**src/rtl/somador_pkg.sv**
```systemverilog
// rtl/somador_pkg.sv - shared width, operand type and result record for the registered adder
package somador_pkg;

    localparam int SOMADOR_WIDTH = 4;

    typedef logic [SOMADOR_WIDTH-1:0] nibble_t;

    // One registered result: sum plus the three status flags.
    typedef struct packed {
        nibble_t s;
        logic    cout;
        logic    ovf;
        logic    zero;
    } somador_res_t;

endpackage

```
**src/rtl/somador_1bit.sv**
```systemverilog
// rtl/somador_1bit.sv - one-bit full adder, the ripple-chain stage
//
// Ports:
//   x, y : operand bits
//   ci   : carry in from the previous stage
//   sum  : x ^ y ^ ci
//   co   : carry out to the next stage
module somador_1bit (
    input  logic x,
    input  logic y,
    input  logic ci,
    output logic sum,
    output logic co
);

    logic p;

    assign p   = x ^ y;
    assign sum = p ^ ci;
    assign co  = (x & y) | (ci & p);

endmodule

```
**src/rtl/somador_4bit.sv**
```systemverilog
// rtl/somador_4bit.sv - registered ripple-carry adder with carry, overflow and zero flags
//
// Ports:
//   clk       : rising-edge clock
//   rst       : asynchronous active-high reset
//   in_valid  : a/b/cin are sampled on this edge
//   a, b      : WIDTH-bit operands
//   cin       : carry in
//   out_valid : one-cycle pulse per accepted operand set
//   s         : registered (a+b+cin) mod 2^WIDTH
//   cout      : registered carry out
//   ovf       : registered two's-complement overflow
//   zero      : registered s==0 flag
module somador_4bit
    import somador_pkg::*;
#(
    parameter int WIDTH = SOMADOR_WIDTH
) (
    input  logic             clk,
    input  logic             rst,
    input  logic             in_valid,
    input  logic [WIDTH-1:0] a,
    input  logic [WIDTH-1:0] b,
    input  logic             cin,
    output logic             out_valid,
    output logic [WIDTH-1:0] s,
    output logic             cout,
    output logic             ovf,
    output logic             zero
);

    logic [WIDTH:0]   carry;
    logic [WIDTH-1:0] sum;
    logic             ovf_next;
    logic             zero_next;

    assign carry[0] = cin;

    genvar i;
    generate
        for (i = 0; i < WIDTH; i++) begin : g_chain
            somador_1bit u_fa (
                .x   (a[i]),
                .y   (b[i]),
                .ci  (carry[i]),
                .sum (sum[i]),
                .co  (carry[i+1])
            );
        end
    endgenerate

    // Overflow only when both operands share a sign and the sum's sign differs;
    // it is independent of the unsigned carry out.
    assign ovf_next  = (a[WIDTH-1] == b[WIDTH-1]) && (sum[WIDTH-1] != a[WIDTH-1]);
    assign zero_next = (sum == '0);

    always_ff @(posedge clk or posedge rst) begin
        if (rst) begin
            out_valid <= 1'b0;
        end else begin
            out_valid <= in_valid;
        end
    end

    // The shared result record is fixed at the signed-off width; other widths
    // keep the same fields as plain registers.
    generate
        if (WIDTH == SOMADOR_WIDTH) begin : g_pkg_res
            somador_res_t res_q;

            always_ff @(posedge clk or posedge rst) begin
                if (rst) begin
                    res_q <= '0;
                end else if (in_valid) begin
                    res_q <= '{s: sum, cout: carry[WIDTH], ovf: ovf_next, zero: zero_next};
                end
            end

            assign s    = res_q.s;
            assign cout = res_q.cout;
            assign ovf  = res_q.ovf;
            assign zero = res_q.zero;
        end else begin : g_gen_res
            logic [WIDTH-1:0] s_q;
            logic             cout_q;
            logic             ovf_q;
            logic             zero_q;

            always_ff @(posedge clk or posedge rst) begin
                if (rst) begin
                    s_q    <= '0;
                    cout_q <= 1'b0;
                    ovf_q  <= 1'b0;
                    zero_q <= 1'b0;
                end else if (in_valid) begin
                    s_q    <= sum;
                    cout_q <= carry[WIDTH];
                    ovf_q  <= ovf_next;
                    zero_q <= zero_next;
                end
            end

            assign s    = s_q;
            assign cout = cout_q;
            assign ovf  = ovf_q;
            assign zero = zero_q;
        end
    endgenerate

endmodule

```
**config.mk**
```make
export PLATFORM = sky130hd
export DESIGN_NAME = somador_4bit
export DESIGN_NICKNAME = d
export VERILOG_FILES = /design/src/rtl/somador_pkg.sv /design/src/rtl/somador_1bit.sv /design/src/rtl/somador_4bit.sv
export SDC_FILE = /design/constraint.sdc
export NUM_CORES = 1
export LEC_CHECK = 0
export ABC_CLOCK_PERIOD_IN_PS = 1300
export BUFFER_PORTS_ARGS = -buffer_cell sky130_fd_sc_hd__buf_4
export CAP_MARGIN = 30
export CORE_AREA = 2 2 39 41
export CTS_BUF_LIST = sky130_fd_sc_hd__clkbuf_4 sky130_fd_sc_hd__clkbuf_8 sky130_fd_sc_hd__clkbuf_16
export DETAILED_ROUTE_END_ITERATION = 8
export DIE_AREA = 0 0 41 43
export PLACE_DENSITY = 0.68
export SETUP_SLACK_MARGIN = 0.02
export SYNTH_ARGS = -nofsm -noshare
export SYNTH_HDL_FRONTEND = slang
export SYNTH_HIERARCHICAL = 1
export SYNTH_SLANG_ARGS = --single-unit
```
**constraint.sdc**
```tcl
create_clock -name clk -period 1.3 [get_ports clk]
set_input_delay 0.195 -clock clk [delete_from_list [all_inputs] [get_ports clk]]
set_output_delay 0.195 -clock clk [all_outputs]
set_load 0.005 [all_outputs]
```
==> run_results.csv <==
group,metric,value,unit
finish,fin_area,612,um2
finish,fillCellCount,129,
cts,clk-insertion-delay-late,0.25,ns
logic_synthesis,ys_seq_area_share,51.4,%
detailed_routing,viasPerCell,4.55,
timing,max_freq,444,MHz
detailed_routing,drc_errors,0,
worst_setup_path,critPathSlowestCell,"fa_1",
timing,worstMarginPinSlew,0.297,ns
cts,cts_tree,"built",
power_and_ir_drop,pwr-share-seq,43.0,%
worst_setup_path,cpMostUsedCell,"fa_2",
cts,cts_setup_buffers,0,
logic_synthesis,synth_nets,41,
finish,layout-drive-gt1-share,68.8,%
outcome,status,"finished with violations",
floorplan,core-area,1380,um2
global_routing,grt_pass1_vias,329,
timing,holdWs,0.143,ns
placed_design,dp.cells,60,
detailed_routing,num_vias,291,
worst_setup_path,cp_cell_sequence,"buf_6, fa_2, fa_2, fa_2, fa_1, or3b_1, a31oi_1",
timing,min_period_over_period,173,%
timing,finalCriticalPeriod,2.25,ns
worst_setup_path,setup.worst_path.start_class,"input port",
worst_setup_path,crit_start,"cin",
run,maxCapViolCount,0,
worst_hold_path,hp-start,"in_valid",
worst_setup_path,r2r-end,"s[2]$_DFFE_PP0P_",
detailed_routing,avgRoutedWirePerCell,12.5,um
timing,worst_slack,-0.953,ns
cts,cts_made_buffers,3,
finish,area_growth,57.2,%
power_and_ir_drop,p_leak,0.286,nW
placed_design,place.gp.congestion,0.594,
power_and_ir_drop,p_sw,0.185,mW
cts,cts_root_buf,"clkbuf_4",
power_and_ir_drop,p_per_area,1190,nW/um2
power_and_ir_drop,clockPowerShare,26.2,%
worst_setup_path,cp_max_fo,2,
placed_design,portBuffers,19,
floorplan,initial_core_util,28.1,%
worst_setup_path,crit_cells,7,
finish,diodes,0,
detailed_routing,wirelength,801,um
power_and_ir_drop,ir_drop,0.000582,V
detailed_routing,drt_iter0_drc,4,
worst_setup_path,r2r_cells,1,
worst_setup_path,critPathArrivalTime,2.42,ns
outcome,violations,"setup timing",
finish,seq_area,200,um2
timing,slew_headroom,80.2,%
floorplan,die-area,1760,um2
timing,maxSlewViolCount,0,
power_and_ir_drop,pwr-share-comb,30.8,%
logic_synthesis,ys_seq_elements,8,
global_routing,grt_pass1_wl,1.39,mm
finish,multiInputGateArea,201,um2
global_routing,overflow,0,
floorplan,fp.dieH,43,um
detailed_routing,ant_nets,0,
floorplan,rows,14,
worst_setup_path,path_class,"input port to register",
cts,cts_max_path_buffers,2,
cts,ctsHtreeMaxLevel,1,
timing,rsz0062_at_grt,"true",
worst_setup_path,cp-endpoint,"ovf$_DFFE_PP0P_",
power_and_ir_drop,switching_share,25.3,%
detailed_routing,drtPass1Iterations,2,
logic_synthesis,synth_area,389,um2
worst_setup_path,cp_num_buf_inv,1,
worst_hold_path,hp-class,"input port to register",
placed_design,placed_cell_area,569,um2
cts,cts.sinks,8,
finish,fin_nets,66,
floorplan,die_w,41,um
logic_synthesis,avgSynthCellArea,15.6,um2
logic_synthesis,ys_types,10,
worst_setup_path,r2r_start,"s[2]$_DFFE_PP0P_",
finish,stdcell_count,64,
global_routing,grt_antenna_before_repair,0,
power_and_ir_drop,power.internal,0.544,mW
timing,setup_viol,5,
floorplan,io_pins,20,
logic_synthesis,syn_inst,25,
global_routing,grtUsageTotal,12.1,%
timing,final.setup_skew,0,ns
global_routing,grt_max_degree,10,
worst_setup_path,worstPathRequired,1.47,ns
logic_synthesis,yosysWarnings,6,
worst_setup_path,reg2reg_slack,0.54,ns
worst_setup_path,critPathTopFamily,"adder cells",
worst_setup_path,cpPeakStageDelay,0.50,ns
power_and_ir_drop,power,0.728,mW
cts,clkTransAtPathRegs,0.05,ns
timing,hold_violations,0,
worst_setup_path,cp-end-kind,"register",
-- routing by layer --
metal  GRT usage [%]  wire, um  vias up  share of wire [%]
met1            13.9       321      142                 40
met3            6.28        74        0                9.2
li1                -         -      133                  -
met4            4.00         0        0                  0
met2            18.8       404       16                 50
met5               0         0        -                  0
-- logic make-up after synthesis --
family,after synthesis,synth area share (%)
AOI/OAI and AO/OA,1,1.61
adders and majority gates,4,20.6
buffers and inverters,2,2.25
DFF,8,51.4
muxes,6,17.4
and+or+nand+nor,4,6.75
-- worst min-delay path by stage --
stage               slack [ns]                   to  cells after the start
global placement          0.16     zero$_DFFE_PP0P_                      2
finish                    0.14  out_valid$_DFF_PP0_                      1
CTS                       0.14  out_valid$_DFF_PP0_                      1
detailed placement        0.17  out_valid$_DFF_PP0_                      2
global route              0.14  out_valid$_DFF_PP0_                      1
floorplan                 0.01     cout$_DFFE_PP0P_                      1
-- registers in the layout, summed over array words and instances (netlist names) --
name       flops
s              4
cout           1
zero           1
out_valid      1
ovf            1
-- synth_stat cells, drive strengths merged --
master	count	share of area (%)
nor2	1	0.96
inv	1	0.96
nor4	1	1.6
a31oi	1	1.6
dfrtp	8	51
mux2	6	17
nand3b	1	1.9
buf	1	1.3
or3b	1	2.3
fa	4	21
-- layout by cell type (no fill, tap or decap) --
cell type      netlist  layout
a31oi_1              1       1
dlygate4sd3_1        0       1
or3b_1               1       1
dfrtp_1              8       8
nor4_2               0       1
inv_1                1       1
mux2_2               6       4
nand3b_1             1       1
fa_1                 4       1
fa_2                 0       3
buf_6                0       1
buf_4                0      19
nor2_1               1       1
clkbuf_4             0       3
mux2_4               0       2
-- power by group through the flow --
| stage | Clock (mW) | Sequential, mW | Combinational, mW |
|---|---|---|---|
| 2_1_floorplan | 0 | 0.319 | 0.0919 |
| 3_3_place_gp | 0 | 0.318 | 0.212 |
| 3_5_place_dp | 0 | 0.318 | 0.217 |
| 4_1_cts | 0.200 | 0.314 | 0.228 |
| 5_1_grt | 0.207 | 0.318 | 0.253 |
| 6_report | 0.191 | 0.313 | 0.225 |
-- layout make-up --
cell class	count	area share (%)
Clock buffer	3	3.68
Inverter	1	0.613
Multi-Input combinational cell	15	32.9
Sequential cell	8	32.7
Tap cell	16	3.27
Timing Repair Buffer	21	26.8
-- stage by stage --
step | utilization, % | setup TNS, ns | worst slack (ns)
after floorplan | - | -4.11 | -1.08
after global placement | 41.1 | -5.15 | -1.21
after detailed placement | 41.1 | -5.30 | -1.27
after CTS | 44.2 | -3.51 | -0.961
after global routing | 44.2 | -3.77 | -1.03
final | 44.2 | -3.49 | -0.953
-- repair_timing --
item | 4_1_cts | 5_1_grt
pin swaps | 5 | 0
gates resized for setup | 2 | 0
endpoints found under the setup margin | 5 | 5
endpoints found under the hold margin | 8 | 0
hold buffers | 1 | 0
Power figures use the tool's default switching activity.
